## src/rtl/telemetry_framer.sv

```systemverilog
// Frames a latched block of telemetry words as SYNC, LEN, payload, CHECKSUM and
// paces one byte per BYTE_GAP_CLKS clocks into a UART transmitter with no backpressure.
module telemetry_framer #(
  parameter int         NUM_WORDS     = 4,
  parameter int         WORD_BITS     = 16,
  parameter logic [7:0] SYNC_BYTE     = 8'hA5,
  parameter int         BYTE_GAP_CLKS = 1530
) (
  input  logic                           clock,
  input  logic                           reset_n,
  input  logic [NUM_WORDS*WORD_BITS-1:0] frameData,
  input  logic                           frameStart,
  output logic                           busy,
  output logic [7:0]                     txByte,
  output logic                           txSend,
  output logic                           frameDone
);

  localparam int DATA_W = NUM_WORDS * WORD_BITS;
  localparam int PLEN   = DATA_W / 8;
  localparam int NBYTES = PLEN + 3;
  localparam int IDX_W  = $clog2(NBYTES);
  localparam int CNT_W  = $clog2(BYTE_GAP_CLKS);

  localparam logic [7:0]       LEN_BYTE = 8'(PLEN);
  localparam logic [IDX_W-1:0] IDX_LEN  = IDX_W'(1);
  localparam logic [IDX_W-1:0] IDX_LAST = IDX_W'(PLEN + 2);
  localparam logic [CNT_W-1:0] CNT_ONE  = CNT_W'(1);
  localparam logic [CNT_W-1:0] CNT_LAST = CNT_W'(BYTE_GAP_CLKS - 1);

  typedef enum logic [1:0] {S_IDLE, S_SEND, S_GAP, S_DONE} state_t;

  state_t             state_q, state_d;
  logic               busy_q, busy_d;
  logic [7:0]         tx_byte_q, tx_byte_d;
  logic               tx_send_q, tx_send_d;
  logic               frame_done_q, frame_done_d;
  logic [IDX_W-1:0]   idx_q, idx_d;
  logic [CNT_W-1:0]   cnt_q, cnt_d;
  logic [DATA_W-1:0]  shift_q, shift_d;
  logic [7:0]         csum_q, csum_d;
  logic [IDX_W-1:0]   next_idx;
  logic [7:0]         pay_byte;

  assign next_idx = idx_q + IDX_W'(1);
  assign pay_byte = shift_q[DATA_W-1 -: 8];

  always_comb begin
    state_d      = state_q;
    busy_d       = busy_q;
    tx_byte_d    = tx_byte_q;
    frame_done_d = 1'b0;
    idx_d        = idx_q;
    cnt_d        = cnt_q;
    shift_d      = shift_q;
    csum_d       = csum_q;
    // Send is high for the two cycles after a byte is presented, so txByte
    // has a full clock of setup before the UART sees the rising edge.
    tx_send_d    = (state_q == S_SEND) || ((state_q == S_GAP) && (cnt_q == CNT_ONE));
    case (state_q)
      S_IDLE: begin
        if (frameStart) begin
          shift_d   = frameData;
          csum_d    = '0;
          idx_d     = '0;
          cnt_d     = '0;
          tx_byte_d = SYNC_BYTE;
          busy_d    = 1'b1;
          state_d   = S_SEND;
        end
      end
      S_SEND: begin
        cnt_d   = CNT_ONE;
        state_d = S_GAP;
      end
      S_GAP: begin
        if (cnt_q == CNT_LAST) begin
          cnt_d = '0;
          if (idx_q == IDX_LAST) begin
            state_d      = S_DONE;
            frame_done_d = 1'b1;
          end else begin
            idx_d   = next_idx;
            state_d = S_SEND;
            if (next_idx == IDX_LEN) begin
              tx_byte_d = LEN_BYTE;
              csum_d    = csum_q + LEN_BYTE;
            end else if (next_idx == IDX_LAST) begin
              tx_byte_d = csum_q;
            end else begin
              tx_byte_d = pay_byte;
              csum_d    = csum_q + pay_byte;
              shift_d   = shift_q << 8;
            end
          end
        end else begin
          cnt_d = cnt_q + CNT_ONE;
        end
      end
      S_DONE: begin
        busy_d  = 1'b0;
        state_d = S_IDLE;
      end
      default: state_d = S_IDLE;
    endcase
  end

  always_ff @(posedge clock or negedge reset_n) begin
    if (!reset_n) begin
      state_q      <= S_IDLE;
      busy_q       <= 1'b0;
      tx_byte_q    <= 8'h00;
      tx_send_q    <= 1'b0;
      frame_done_q <= 1'b0;
      idx_q        <= '0;
      cnt_q        <= '0;
      shift_q      <= '0;
      csum_q       <= '0;
    end else begin
      state_q      <= state_d;
      busy_q       <= busy_d;
      tx_byte_q    <= tx_byte_d;
      tx_send_q    <= tx_send_d;
      frame_done_q <= frame_done_d;
      idx_q        <= idx_d;
      cnt_q        <= cnt_d;
      shift_q      <= shift_d;
      csum_q       <= csum_d;
    end
  end

  assign busy      = busy_q;
  assign txByte    = tx_byte_q;
  assign txSend    = tx_send_q;
  assign frameDone = frame_done_q;

endmodule

```

## config.mk

```make
export PLATFORM = sky130hd
export DESIGN_NAME = telemetry_framer
export DESIGN_NICKNAME = d
export VERILOG_FILES = /design/src/rtl/telemetry_framer.sv
export SDC_FILE = /design/constraint.sdc
export NUM_CORES = 1
export LEC_CHECK = 0
export BUFFER_PORTS_ARGS = -buffer_cell sky130_fd_sc_hd__buf_2
export CAP_MARGIN = 5
export CORE_UTILIZATION = 30
export CTS_CLUSTER_DIAMETER = 100
export DETAILED_ROUTE_END_ITERATION = 8
export PLACE_DENSITY = 0.48
export SLEW_MARGIN = 20
export SYNTH_ARGS = -nofsm -noshare
export SYNTH_HDL_FRONTEND = slang
export SYNTH_SLANG_ARGS = --single-unit
```

## constraint.sdc

```tcl
create_clock -name clock -period 2.12 [get_ports clock]
set_input_delay 0.106 -clock clock [delete_from_list [all_inputs] [get_ports clock]]
set_output_delay 0.106 -clock clock [all_outputs]
set_load 0.02 [all_outputs]
```

==> summary.txt, run 1 <==
Run status
  • Status: finished with violations
  • Failing checks: setup timing

Critical path
  • CP delay by family, top: simple AND/OR/NAND/NOR gates
  • Crit path launch type: flop
  • Worst setup EP type: flop
  • CP max stage delay: 0.49 ns
  • Peak fanout along the critical path: 11
  • R2R cell count: 10
  • Max stage delay cell, worst path: or4b_4
  • Reg-to-Reg End: shift_q[40]$_DFFE_PN0P_
  • Critical path required time: 2.40 ns
  • R2r startpoint: idx_q[1]$_DFFE_PN0P_
  • Internal reg-to-reg setup slack: -0.02 ns
  • Path type of the worst setup path: flop to flop
  • WP buf/inv: 3
  • Cell breakdown of the critical path: inv_2 -> ha_4 -> or4b_4 -> o311ai_4 -> o32ai_4 -> buf_6 -> nand2_8 -> clkbuf_16 -> nand2_1 -> o21ai_1
  • CP arrival: 2.41 ns

Global route
  • Global-route wire length before repair: 21700 um
  • GRT Total Usage: 15.4%
  • Met1 global-route usage: 19.2%
  • Largest net degree at the start of global routing: 49
  • Number of global-route vias before repair: 4135
  • Gr ovfl total: 0
  • Initial antenna violation count: 1
  • GR peak layer: met2
  • Met2 Usage GRT: 25.1%
  • Met3 GRT Util: 5.48%

Yosys
  • Post-synthesis xor/xnor area fraction: 1.16%
  • Simple logic cell fraction of the synthesized area: 13.6%
  • Yosys reg bits: 100
  • Main combinational cell family by area after synthesis: compound AO/OA/AOI/OAI gates
  • Net Count, Synth: 603
  • Compound-Gate Fraction of Synth Area: 17.5%
  • Post-synth EDFFs: 0
  • FFs w/ async S/R, synth: 100%
  • Top_reg_cell synth: dfrtp_1
  • Sequential area share after synthesis: 47.2%
  • Cells after synthesis: 516
  • Synthesized area per cell: 10.3 um2
  • Post-Syn Area: 5300 um2
  • Distinct cell type count after synthesis: 58
  • Yosys Warn Count: 0
  • Post-synthesis adder-cell area fraction: 4.87%
  • Multiplexer area fraction after synthesis: 12.1%

Routing
  • Initial DRC Count: 193
  • Vias: 4323
  • DR pass1 iterations: 4
  • Vias per inst: 4.87
  • Routed WL: 14500 um
  • Number of routed nets with antenna violations: 0
  • WL per Instance: 16.4 um
  • DRC errors left: 0

Clock tree
  • CTS HTree Levels: 3
  • CTS tree: done
  • Worst-Skew Late Latency: 0.35 ns
  • TritonCTS Buffers: 9
  • Clock Sinks: 100
  • Clock Pin Slew Worst Setup and Hold Paths: 0.07 ns
  • Longest Clk Path Bufs: 2
  • Root buffer selected by CTS: clkbuf_16

Power and ir drop
  • Peak supply drop: 0.000634 V
  • Leak Pwr: 0.00325 uW
  • PwrDens: 1300 nW/um2

Hold path
  • End of the worst hold path: shift_q[18]$_DFFE_PN0P_
  • Hold path start: frameData[18]
  • Min-Delay Path Class: input port to flop
  • Min-Delay Path Depth: 3

Placed design
  • Dpl hpwl: 9640 um
  • Routability cong.: 0.869
  • IO buf count: 77
  • Setup WS pre-CTS: -0.0625 ns

Die
  • Starting density of the core: 30.6%
  • Die Y: 135 um
  • Row count: 48
  • Core footprint: 17300 um2
  • Die X-Extent: 135 um
  • DIE AREA: 18200 um2
  • Ports: 78

STA
  • Final period util: 101%
  • Final setup vio count: 1
  • RSZ-0062 raised after global routing: true
  • Clock skew: 0.00892 ns
  • Fmax: 468 MHz
  • Setup ws final: -0.0155 ns
  • Slew margin rel.: 57.3%
  • Max Slew Vio Count: 0
  • Fin. Hold Viols: 0
  • Worst-Margin Slew: 0.640 ns
  • Minimum clock period: 2.14 ns
  • Hold WS: 0.0179 ns

Cells and area
  • Layout area overhead: 35.8%
  • Layout fillers: 1693
  • Most frequent cells in the layout: dfrtp_1 (98), buf_2 (76), nand2_1 (66)
  • # diodes: 0
  • Core Util, Final: 41.6%
  • Share of layout cells above drive strength 1: 34.7%
  • Nets@finish: 744
  • Most common cell after layout, fill and taps aside: dfrtp_1

Job
  • Max-Cap Viols: 0
registers in the layout (all words and copies together), names as in the netlist:
name / flops
busy: 1
cnt_q: 11
csum_q: 8
frameDone: 1
idx_q: 4
shift_q: 64
state_q: 2
txByte: 8
txSend: 1
through the flow:
step | cells | power (uW) | setup TNS [ns] | instance area (um2)
floorplan | 516 | 5400 | 0 | 5310
global placement | 838 | 6330 | -0.119 | 6220
detailed placement | 838 | 6440 | -0.622 | 6220
global route | 887 | 9980 | -2.58 | 7190
CTS | 864 | 8220 | -0.0000324 | 6640
finish | 887 | 9320 | -0.0155 | 7190
metal layers:
metal,up-vias,share of wire [%]
li1,2142,-
met3,5,5.6
met5,-,0
met2,88,48
met1,2088,46
met4,0,0.70
how the worst max path moves through the flow:
stage / startpoint / endpoint / slack [ns] / cells past startpoint
6_report: idx_q[1]$_DFFE_PN0P_ / shift_q[40]$_DFFE_PN0P_ / -0.02 / 10
4_1_cts: cnt_q[1]$_DFFE_PN0P_ / idx_q[1]$_DFFE_PN0P_ / -0.00003 / 9
2_1_floorplan: idx_q[0]$_DFFE_PN0P_ / csum_q[2]$_DFFE_PN0P_ / 0.01 / 9
3_5_place_dp: cnt_q[1]$_DFFE_PN0P_ / cnt_q[8]$_DFFE_PN0P_ / -0.06 / 9
5_1_grt: idx_q[1]$_DFFE_PN0P_ / shift_q[40]$_DFFE_PN0P_ / -0.08 / 10
3_3_place_gp: cnt_q[1]$_DFFE_PN0P_ / cnt_q[8]$_DFFE_PN0P_ / -0.04 / 9
area by class of cell:
type / count / area, um2 / share of cell area, %
well taps: 225 / 282 / 3.91
flip-flops and latches: 100 / 2500 / 34.8
clock buffers: 12 / 246 / 3.43
repair buffers: 150 / 1210 / 16.8
inverters: 8 / 30.0 / 0.418
multi-input cells: 388 / 2870 / 39.8
clock inverters: 4 / 56.3 / 0.783
timing repair:
| action | CTS | global route |
|---|---|---|
| setup endpoints to repair | 50 | 89 |
| gates resized for setup | 7 | 60 |
| gates cloned | 0 | 13 |
| buffers inserted | 1 | 10 |
| pin swaps | 0 | 34 |
| endpoints found under the hold margin | 49 | 0 |
| hold buffers | 9 | 0 |
power breakdown:
| group | internal, uW | switching, uW | total [uW] |
|---|---|---|---|
| Combinational | 2210 | 2410 | 4620 |
| Sequential | 2560 | 429 | 2990 |
| Clock | 960 | 751 | 1710 |
logic make-up (layout without fill, tap and decap cells):
group	after synthesis	in the layout
buffers and inverters	31	174
XOR/XNOR	7	7
multiplexers	64	64
adder cells (fa/ha/maj)	20	20
AND/OR/NAND/NOR	153	156
flip-flops	100	100
AO/OA/AOI/OAI	141	141
cell usage after synthesis, types with 4 or more instances:
cell type | count | share of area (%)
a21oi_1 | 12 | 1.1
a22o_1 | 11 | 1.8
and3_1 | 4 | 0.47
buf_6 | 9 | 1.9
clkbuf_1 | 12 | 0.85
dfrtp_1 | 100 | 47
ha_1 | 19 | 4.5
inv_1 | 8 | 0.57
mux2i_1 | 63 | 12
nand2_1 | 84 | 6.0
nand3_1 | 12 | 1.1
nor2_1 | 22 | 1.6
nor3_1 | 5 | 0.47
o21ai_0 | 27 | 2.6
o21ai_1 | 53 | 5.0
o21ai_2 | 4 | 0.66
o22a_1 | 4 | 0.66
o31ai_1 | 7 | 0.99
xnor2_1 | 4 | 0.66
worst register-to-register path, delay by kind of cell, from the launching register on:
kind | cells | cell delay (ns)
AO/OA/AOI/OAI | 3 | 0.34
adder cells (fa/ha/maj) | 1 | 0.14
buffers and inverters | 3 | 0.45
flip-flops | 1 | 0.46
AND/OR/NAND/NOR | 3 | 0.68
No activity file was read; power rests on OpenSTA's default activity.
==> run 2, diff against run 1 <==
--- a/config.mk
+++ b/config.mk
@@ -11,6 +11,7 @@
 export CTS_CLUSTER_DIAMETER = 100
 export DETAILED_ROUTE_END_ITERATION = 8
 export PLACE_DENSITY = 0.48
+export RECOVER_POWER = 100
 export SLEW_MARGIN = 20
 export SYNTH_ARGS = -nofsm -noshare
 export SYNTH_HDL_FRONTEND = slang
==> run 2 against run 1 <==
Net effect:
- the flow still finishes with violations (setup timing)
- global-route usage is the same
- clock power barely moved
- sequential cell count stayed put
==> summary.txt, run 2 (synthesis gave the netlist of run 1 again) <==
Cells and area
  • Largest register by flop count: shift_q
  • Nets@finish: 744
  • Core Util, Final: 41.4%
  • Share of layout cells above drive strength 1: 33.1%
  • Most common cell after layout, fill and taps aside: dfrtp_1
  • Layout fillers: 1701
  • Most frequent cells in the layout: dfrtp_1 (98), nand2_1 (66), buf_2 (65)
  • Fin area: 7160 um2
  • # diodes: 0
  • Largest regs: shift_q (64), cnt_q (11)
  • Layout area overhead: 35.1%
  • Max reg flops: 64

Die
  • Starting density of the core: 30.6%
  • Core footprint: 17300 um2
  • DIE AREA: 18200 um2
  • Ports: 78
  • Die Y: 135 um
  • Row count: 48
  • Die X-Extent: 135 um

Routing
  • DRC errors left: 0
  • Routed WL: 14600 um
  • Number of routed nets with antenna violations: 0
  • WL per Instance: 16.5 um
  • Vias: 4331
  • DR pass1 iterations: 4
  • Vias per inst: 4.88
  • Initial DRC Count: 189

Global route
  • Largest net degree at the start of global routing: 49
  • Initial antenna violation count: 1
  • GRT Total Usage: 15.4%
  • Number of global-route vias before repair: 4135
  • Global-route wire length before repair: 21700 um
  • Gr ovfl total: 0

STA
  • Final setup vio count: 1
  • Setup_tns: -0.0199 ns
  • RSZ-0062 raised after global routing: true
  • Worst-Margin Slew: 1.20 ns
  • Fmax: 467 MHz
  • Max Slew Vio Count: 0
  • Final period util: 101%
  • Fin. Hold Viols: 0
  • Setup ws final: -0.0199 ns
  • Slew margin rel.: 20.0%
  • Minimum clock period: 2.14 ns
  • Clock skew: 0.00895 ns

Placed design
  • Cell Area, Placed: 6220 um2
  • Setup WS pre-CTS: -0.0625 ns
  • Routability cong.: 0.869
  • IO buf count: 77
  • Dpl hpwl: 9640 um

Power and ir drop
  • PwrDens: 1300 nW/um2
  • Logic gate share of total power: 49.6%
  • Peak supply drop: 0.000634 V
  • Sequential power share: 32.1%
  • Leak Pwr: 0.00321 uW
  • Power share of the clock group: 18.4%
  • P_sw: 3590 uW
  • Switch share: 38.5%
  • Tot Pwr: 9320 uW
  • P_int: 5730 uW

Run status
  • Failing checks: setup timing
  • Status: finished with violations

Clock tree
  • Longest Clk Path Bufs: 2
  • Clock Sinks: 100
  • CTS tree: done
  • Clock Pin Slew Worst Setup and Hold Paths: 0.07 ns
  • Root buffer selected by CTS: clkbuf_16
  • Worst-Skew Late Latency: 0.35 ns
  • CTS HTree Levels: 3
  • TritonCTS Buffers: 9

Critical path
  • Peak fanout along the critical path: 11
  • Crit path launch type: flop
  • R2r startpoint: idx_q[1]$_DFFE_PN0P_
  • Path type of the worst setup path: flop to flop
  • Internal reg-to-reg setup slack: -0.02 ns
  • Worst setup EP type: flop
  • CP arrival: 2.42 ns
  • Critical path required time: 2.40 ns
  • R2R cell count: 10
  • Reg-to-Reg End: shift_q[40]$_DFFE_PN0P_

Job
  • Max-Cap Viols: 0

Hold path
  • Hold path start: frameData[18]
  • Min-Delay Path Depth: 3
  • Min-Delay Path Class: input port to flop
  • End of the worst hold path: shift_q[18]$_DFFE_PN0P_
run 2: changes by cell type in the layout (fill, tap and decap cells not counted):
cell,delta
clkbuf_1,+11
buf_4,-3
clkbuf_2,+3
buf_2,-11
clkbuf_4,+1
buf_12,-1
run 2: layer usage:
| layer | GRT usage [%] | up-vias | share of wire [%] |
|---|---|---|---|
| met2 | 25.1 | 91 | 48 |
| met1 | 19.2 | 2094 | 46 |
| li1 | - | 2141 | - |
| met5 | 0 | - | 0 |
| met3 | 5.48 | 5 | 5.7 |
| met4 | 4.37 | 0 | 0.70 |
run 2: per-stage QoR:
| step | hold slack (ns) | cells |
|---|---|---|
| final | 0.0177 | 887 |
| after global routing | 0.00963 | 887 |
| after CTS | 0.00414 | 864 |
| after detailed placement | 0.179 | 838 |
| after global placement | 0.166 | 838 |
| after floorplan | -0.190 | 516 |
run 2: area by class of cell:
cell class / count / area (um2) / area share, %
Clock buffer: 12 / 246 / 3.44
Clock inverter: 4 / 56.3 / 0.787
Inverter: 8 / 30.0 / 0.420
Multi-Input combinational cell: 388 / 2870 / 40.0
Sequential cell: 100 / 2500 / 35.0
Tap cell: 225 / 282 / 3.93
Timing Repair Buffer: 150 / 1170 / 16.4
run 2: how the worst max path moves through the flow:
stage	startpoint	end	slack, ns	depth (start not counted)
2_1_floorplan	idx_q[0]$_DFFE_PN0P_	csum_q[2]$_DFFE_PN0P_	0.01	9
3_3_place_gp	cnt_q[1]$_DFFE_PN0P_	cnt_q[8]$_DFFE_PN0P_	-0.04	9
3_5_place_dp	cnt_q[1]$_DFFE_PN0P_	cnt_q[8]$_DFFE_PN0P_	-0.06	9
4_1_cts	cnt_q[1]$_DFFE_PN0P_	idx_q[1]$_DFFE_PN0P_	-0.00003	9
5_1_grt	idx_q[1]$_DFFE_PN0P_	shift_q[40]$_DFFE_PN0P_	-0.08	10
6_report	idx_q[1]$_DFFE_PN0P_	shift_q[40]$_DFFE_PN0P_	-0.02	10
run 2: power by group through the flow:
stage                     clock network (uW)  logic [uW]  registers (uW)
final                                   1710        4620            2990
after global routing                    1840        5060            3070
after detailed placement                   0        3440            3000
after floorplan                            0        2500            2890
after global placement                     0        3350            2980
after CTS                               1770        3490            2960
run 2: timing repair:
item,CTS,global route
pin swaps,0,34
hold buffers,9,0
setup endpoints to repair,50,89
resized for setup,7,60
cloned,0,13
hold endpoints to repair,49,0
setup buffers,1,10
run 2: worst max-delay path, cell delays in order (launching register included):
cell and delay [ns]:
dfrtp_2 0.46, inv_2 0.11, ha_4 0.14, or4b_4 0.49
o311ai_4 0.13, o32ai_4 0.13, buf_6 0.16, nand2_8 0.12
clkbuf_16 0.18, nand2_1 0.07, o21ai_1 0.08
